--- src/rtl/moore_pattern_detector.sv ---
`default_nettype none
// ============================================================================
// Module      : moore_pattern_detector
// Description : Serial Moore-style pattern detector with a programmable
//               pattern, selectable overlapping / non-overlapping detection
//               and a saturating match counter.
//
//   Ports
//     clock       in   single clock, all state changes on the rising edge
//     reset       in   synchronous, active-high reset (highest priority)
//     in          in   serial data bit, sampled only when valid=1
//     valid       in   qualifies in for the current cycle
//     load        in   captures pattern_in / overlap_in and restarts detection
//     pattern_in  in   [PATTERN_WIDTH] target pattern, MSB received first
//     overlap_in  in   1 = overlapping detection, 0 = non-overlapping
//     y           out  Moore match flag, decoded from state only
//     match_count out  [COUNT_WIDTH] saturating number of matches
//     state       out  [2] current FSM state (IDLE/FILL/HUNT/MATCH)
//
// Revision    : 1.0 - initial release
// ============================================================================
module moore_pattern_detector #(
  parameter int PATTERN_WIDTH = 4,
  parameter int COUNT_WIDTH   = 8
) (
  input  logic                     clock,
  input  logic                     reset,
  input  logic                     in,
  input  logic                     valid,
  input  logic                     load,
  input  logic [PATTERN_WIDTH-1:0] pattern_in,
  input  logic                     overlap_in,
  output logic                     y,
  output logic [COUNT_WIDTH-1:0]   match_count,
  output logic [1:0]               state
);

  // fill ranges over 0..PATTERN_WIDTH inclusive
  localparam int c_FILL_W = $clog2(PATTERN_WIDTH + 1);
  localparam logic [c_FILL_W-1:0] c_FILL_FULL = c_FILL_W'(PATTERN_WIDTH);

  typedef enum logic [1:0] {
    IDLE  = 2'b00,
    FILL  = 2'b01,
    HUNT  = 2'b10,
    MATCH = 2'b11
  } state_t;

  state_t                   r_state, w_state_nxt;
  logic [PATTERN_WIDTH-1:0] r_pat, w_pat_nxt;
  logic                     r_ovl, w_ovl_nxt;
  logic [PATTERN_WIDTH-1:0] r_sh, w_sh_nxt;
  logic [c_FILL_W-1:0]      r_fill, w_fill_nxt;
  logic [COUNT_WIDTH-1:0]   r_count, w_count_nxt;

  // Shift register and fill level as they would be after accepting 'in'
  logic [PATTERN_WIDTH-1:0] w_sh_upd;
  logic [c_FILL_W-1:0]      w_fill_upd;
  logic                     w_match;

  assign w_sh_upd   = {r_sh[PATTERN_WIDTH-2:0], in};
  assign w_fill_upd = (r_fill == c_FILL_FULL) ? r_fill : r_fill + 1'b1;
  assign w_match    = (w_fill_upd == c_FILL_FULL) && (w_sh_upd == r_pat);

  // --------------------------------------------------------------------------
  // State register
  // --------------------------------------------------------------------------
  always_ff @(posedge clock) begin
    if (reset) begin
      r_state <= IDLE;
      r_pat   <= '0;
      r_ovl   <= 1'b1;
      r_sh    <= '0;
      r_fill  <= '0;
      r_count <= '0;
    end else begin
      r_state <= w_state_nxt;
      r_pat   <= w_pat_nxt;
      r_ovl   <= w_ovl_nxt;
      r_sh    <= w_sh_nxt;
      r_fill  <= w_fill_nxt;
      r_count <= w_count_nxt;
    end
  end

  // --------------------------------------------------------------------------
  // Next-state logic
  // --------------------------------------------------------------------------
  always_comb begin
    w_state_nxt = r_state;
    w_pat_nxt   = r_pat;
    w_ovl_nxt   = r_ovl;
    w_sh_nxt    = r_sh;
    w_fill_nxt  = r_fill;
    w_count_nxt = r_count;

    if (load) begin
      // The bit presented alongside load is deliberately dropped.
      w_pat_nxt   = pattern_in;
      w_ovl_nxt   = overlap_in;
      w_sh_nxt    = '0;
      w_fill_nxt  = '0;
      w_count_nxt = '0;
      w_state_nxt = IDLE;
    end else if (valid) begin
      w_sh_nxt = w_sh_upd;
      if (w_match) begin
        w_state_nxt = MATCH;
        if (!(&r_count)) begin
          w_count_nxt = r_count + 1'b1;
        end
        // Non-overlapping mode forgets the matched bits by emptying fill;
        // the stale shift contents are harmless because a new match needs
        // fill to reach full again, i.e. PATTERN_WIDTH fresh bits.
        w_fill_nxt = r_ovl ? c_FILL_FULL : '0;
      end else begin
        w_fill_nxt = w_fill_upd;
        if (w_fill_upd == '0) begin
          w_state_nxt = IDLE;
        end else if (w_fill_upd < c_FILL_FULL) begin
          w_state_nxt = FILL;
        end else begin
          w_state_nxt = HUNT;
        end
      end
    end else if (r_state == MATCH) begin
      // Leaving MATCH on an idle cycle keeps y to a single-cycle pulse.
      w_state_nxt = r_ovl ? HUNT : IDLE;
    end
  end

  assign y           = (r_state == MATCH);
  assign match_count = r_count;
  assign state       = r_state;

endmodule
`default_nettype wire

--- config.mk ---
export PLATFORM = sky130hd
export DESIGN_NAME = moore_pattern_detector
export DESIGN_NICKNAME = d
export VERILOG_FILES = /design/src/rtl/moore_pattern_detector.sv
export SDC_FILE = /design/constraint.sdc
export NUM_CORES = 1
export LEC_CHECK = 0
export ABC_AREA = 0
export CAP_MARGIN = 20
export CORE_MARGIN = 3
export CORE_UTILIZATION = 30
export CTS_BUF_LIST = sky130_fd_sc_hd__clkbuf_16
export DETAILED_ROUTE_END_ITERATION = 6
export GPL_TIMING_DRIVEN = 0
export HOLD_SLACK_MARGIN = 0.05
export PLACE_DENSITY_LB_ADDON = 0.08
export SETUP_SLACK_MARGIN = 0.15
export SLEW_MARGIN = 20
export SYNTH_ARGS = -nofsm -noshare
export SYNTH_HDL_FRONTEND = slang
export SYNTH_SLANG_ARGS = --single-unit
export TNS_END_PERCENT = 10
--- constraint.sdc ---
create_clock -name clock -period 2.1 [get_ports clock]
set_clock_uncertainty 0.1 [all_clocks]
set_input_delay 0.63 -clock clock [delete_from_list [all_inputs] [get_ports clock]]
set_output_delay 0.63 -clock clock [all_outputs]
set_load 0.005 [all_outputs]
==> out/results.ini <==
[floorplan]
core-area_mm2=0.00318
rows=20
dieHeight_um=65.1
die-area_mm2=0.00423
start_util_pct=32.9
ioPinCount=21
die_w_um=65.1

[logic_synthesis]
ys_ff_latch=21
avgSynthCellArea_um2=9.02
async_flop_share_pct=0
netlist-cell-type-count=33
ys_seq_area_share_pct=40.2
syn-num-nets=129
synthesis.area_mm2=0.00105
synth-main-ff-cell=dfxtp_1
synth_edf_count=0
synthCells=116
ys_warn_count=0

[sta]
maxSlewHeadroom_pct=75.6
whs_ps=406
period_minus_slack_ps=2030
setup_viol=0
rsz0062_at_grt=true
final-max-slew-violation-count=0
max_freq_ghz=0.493
hold_viol=0
max_slew.worst_pin.slew_ps=366
finalCritPeriodShare_pct=96.6

[status]
status=completed

[final_layout]
fillers=354
finalNetCount=153
final_cell_mix=dfxtp_1, clkdlybuf4s50_1, nor2_1
multi_input_area_um2=584
area_delta_synth_final_pct=33.3
fin_util_pct=43.9
drive_gt1_share_pct=15.1
finalNonFillerCells=183
mostFrequentLayoutCell=dfxtp_1
diodes=0
seqCellArea_um2=428
design_area_mm2=0.00139

[routing]
vias=885
wirelength_um=2320
drc_errors=0
drtPass1Iterations=4
via_per_inst=4.84
dr.first_iter.drc_count=21
drt-wirelength-per-cell_um=12.7
ant_nets=0

[min_path]
hold_path_class=reg2reg

[power_and_ir_drop]
leakage_nw=0.544
power.density_mw_per_mm2=633
power.total_uw=883
peakVddDrop_mv=0.283

[clocking]
clk_latency_ps=250
cts_buffers=3
clockRootBuffer=clkbuf_16
clockBufferDepth=2
cts_max_level=1
tritoncts=yes
path_clk_slew_ps=60
cts.sink_count=21

[setup_path]
crit_chain=dlygate4sd2_1 > xor2_1 > and4bb_1 > nand4_4 > buf_6 > or3_1 > a21oi_1
worstPathMaxFanout=5
critical_path_class=in2reg
cp_slowest_cell=or3_1
required_ps=2190
cp-start-kind=primary input
cp_slowest_stage_delay_ps=340
worstPathArrival_ps=2120
endpoint_kind=flip-flop

[global_routing]
grt_max_degree=12
grt_pass1_vias=848
grt_pass1_wl_um=3860
track_usage_pct=11.8
antenna_found_initial=0
gr-total-overflow=0

[flow_run]
max_cap_violations=0

[placement]
portBuffers=18
dp.cells=178
place_congestion=0.730
dpl.hpwl_um=1690
dpl-instance-area_mm2=0.00128

## flip-flops by register name, indices dropped and copies added (netlist names)
signal,cells
match_count,8
r_pat,4
r_ovl,1
r_fill,3
r_sh,3
state,2
## area by class of cell
cell class	count	area share, %
Buffer	4	2.24
Timing Repair Buffer	20	13.9
Sequential cell	21	30.7
Tap cell	44	3.95
Inverter	6	1.62
Clock inverter	1	0.269
Clock buffer	3	5.39
Multi-Input combinational cell	84	41.9
## through the flow
stage / setup slack [ps] / setup TNS (ps)
finish: 70.4 / 0
CTS: 65.5 / 0
floorplan: 156 / 0
detailed placement: -428 / -5620
global route: -53.2 / -140
global placement: -450 / -5590
## Yosys cell counts, types with 3 or more instances
| cell | count | area [um^2] |
|---|---|---|
| nor2_1 | 11 | 41.3 |
| nand2_1 | 6 | 22.5 |
| ha_1 | 3 | 37.5 |
| xnor2_1 | 4 | 35.0 |
| dfxtp_1 | 21 | 420 |
| a21oi_1 | 10 | 50.1 |
| o21ai_0 | 8 | 40.0 |
| inv_1 | 6 | 22.5 |
| clkbuf_1 | 3 | 11.3 |
| mux2i_1 | 9 | 90.1 |
| or3_1 | 3 | 18.8 |
| nand4_1 | 4 | 25.0 |
| or3_2 | 3 | 22.5 |
## path summary, 6_finish.rpt
check,from,endpoint,slack (ps),cells past startpoint
worst min register to register,match_count[1],match_count[1],410,2
worst max register to register,r_fill[0],match_count[7],110,8
worst max-delay path,in,match_count[7],70,7
worst min-delay path,match_count[1],match_count[1],410,2
## power by group
group          total (mW)  internal [mW]  switching (mW)
Sequential          0.414          0.407         0.00676
Clock               0.396          0.254           0.142
Combinational      0.0734         0.0392          0.0342
Total               0.883          0.700           0.183
## worst max-delay path: cells and delay by family
family | cells | cell delay (ps)
AOI/OAI and AO/OA | 1 | 140
buffers and inverters | 2 | 410
xor gates and xnor gates | 1 | 160
and+or+nand+nor | 3 | 770
## routing by layer
metal / share of wire (%) / GRT usage [%]
met1: 49 / 14.9
met2: 46 / 19.3
met3: 3.6 / 3.29
met4: 1.5 / 3.89
met5: 0 / 0
## cells by family after synthesis
kind of cell             after synthesis  share of synthesized area, %
multiplexers                          10                          9.69
AO/OA/AOI/OAI                         24                          13.0
AND/OR/NAND/NOR                       41                          23.1
XOR/XNOR                               6                          5.02
buffers and inverters                 11                          5.38
adder cells (fa/ha/maj)                3                          3.59
flip-flops                            21                          40.2
## what timing repair did
item	CTS	global route
pin swaps	2	0
cloned	1	0
endpoints found under the setup margin	19	19
hold endpoints to repair	0	0
hold buffers	0	0
resized for setup	5	6
setup buffers	1	0
Power figures use the tool's default switching activity.
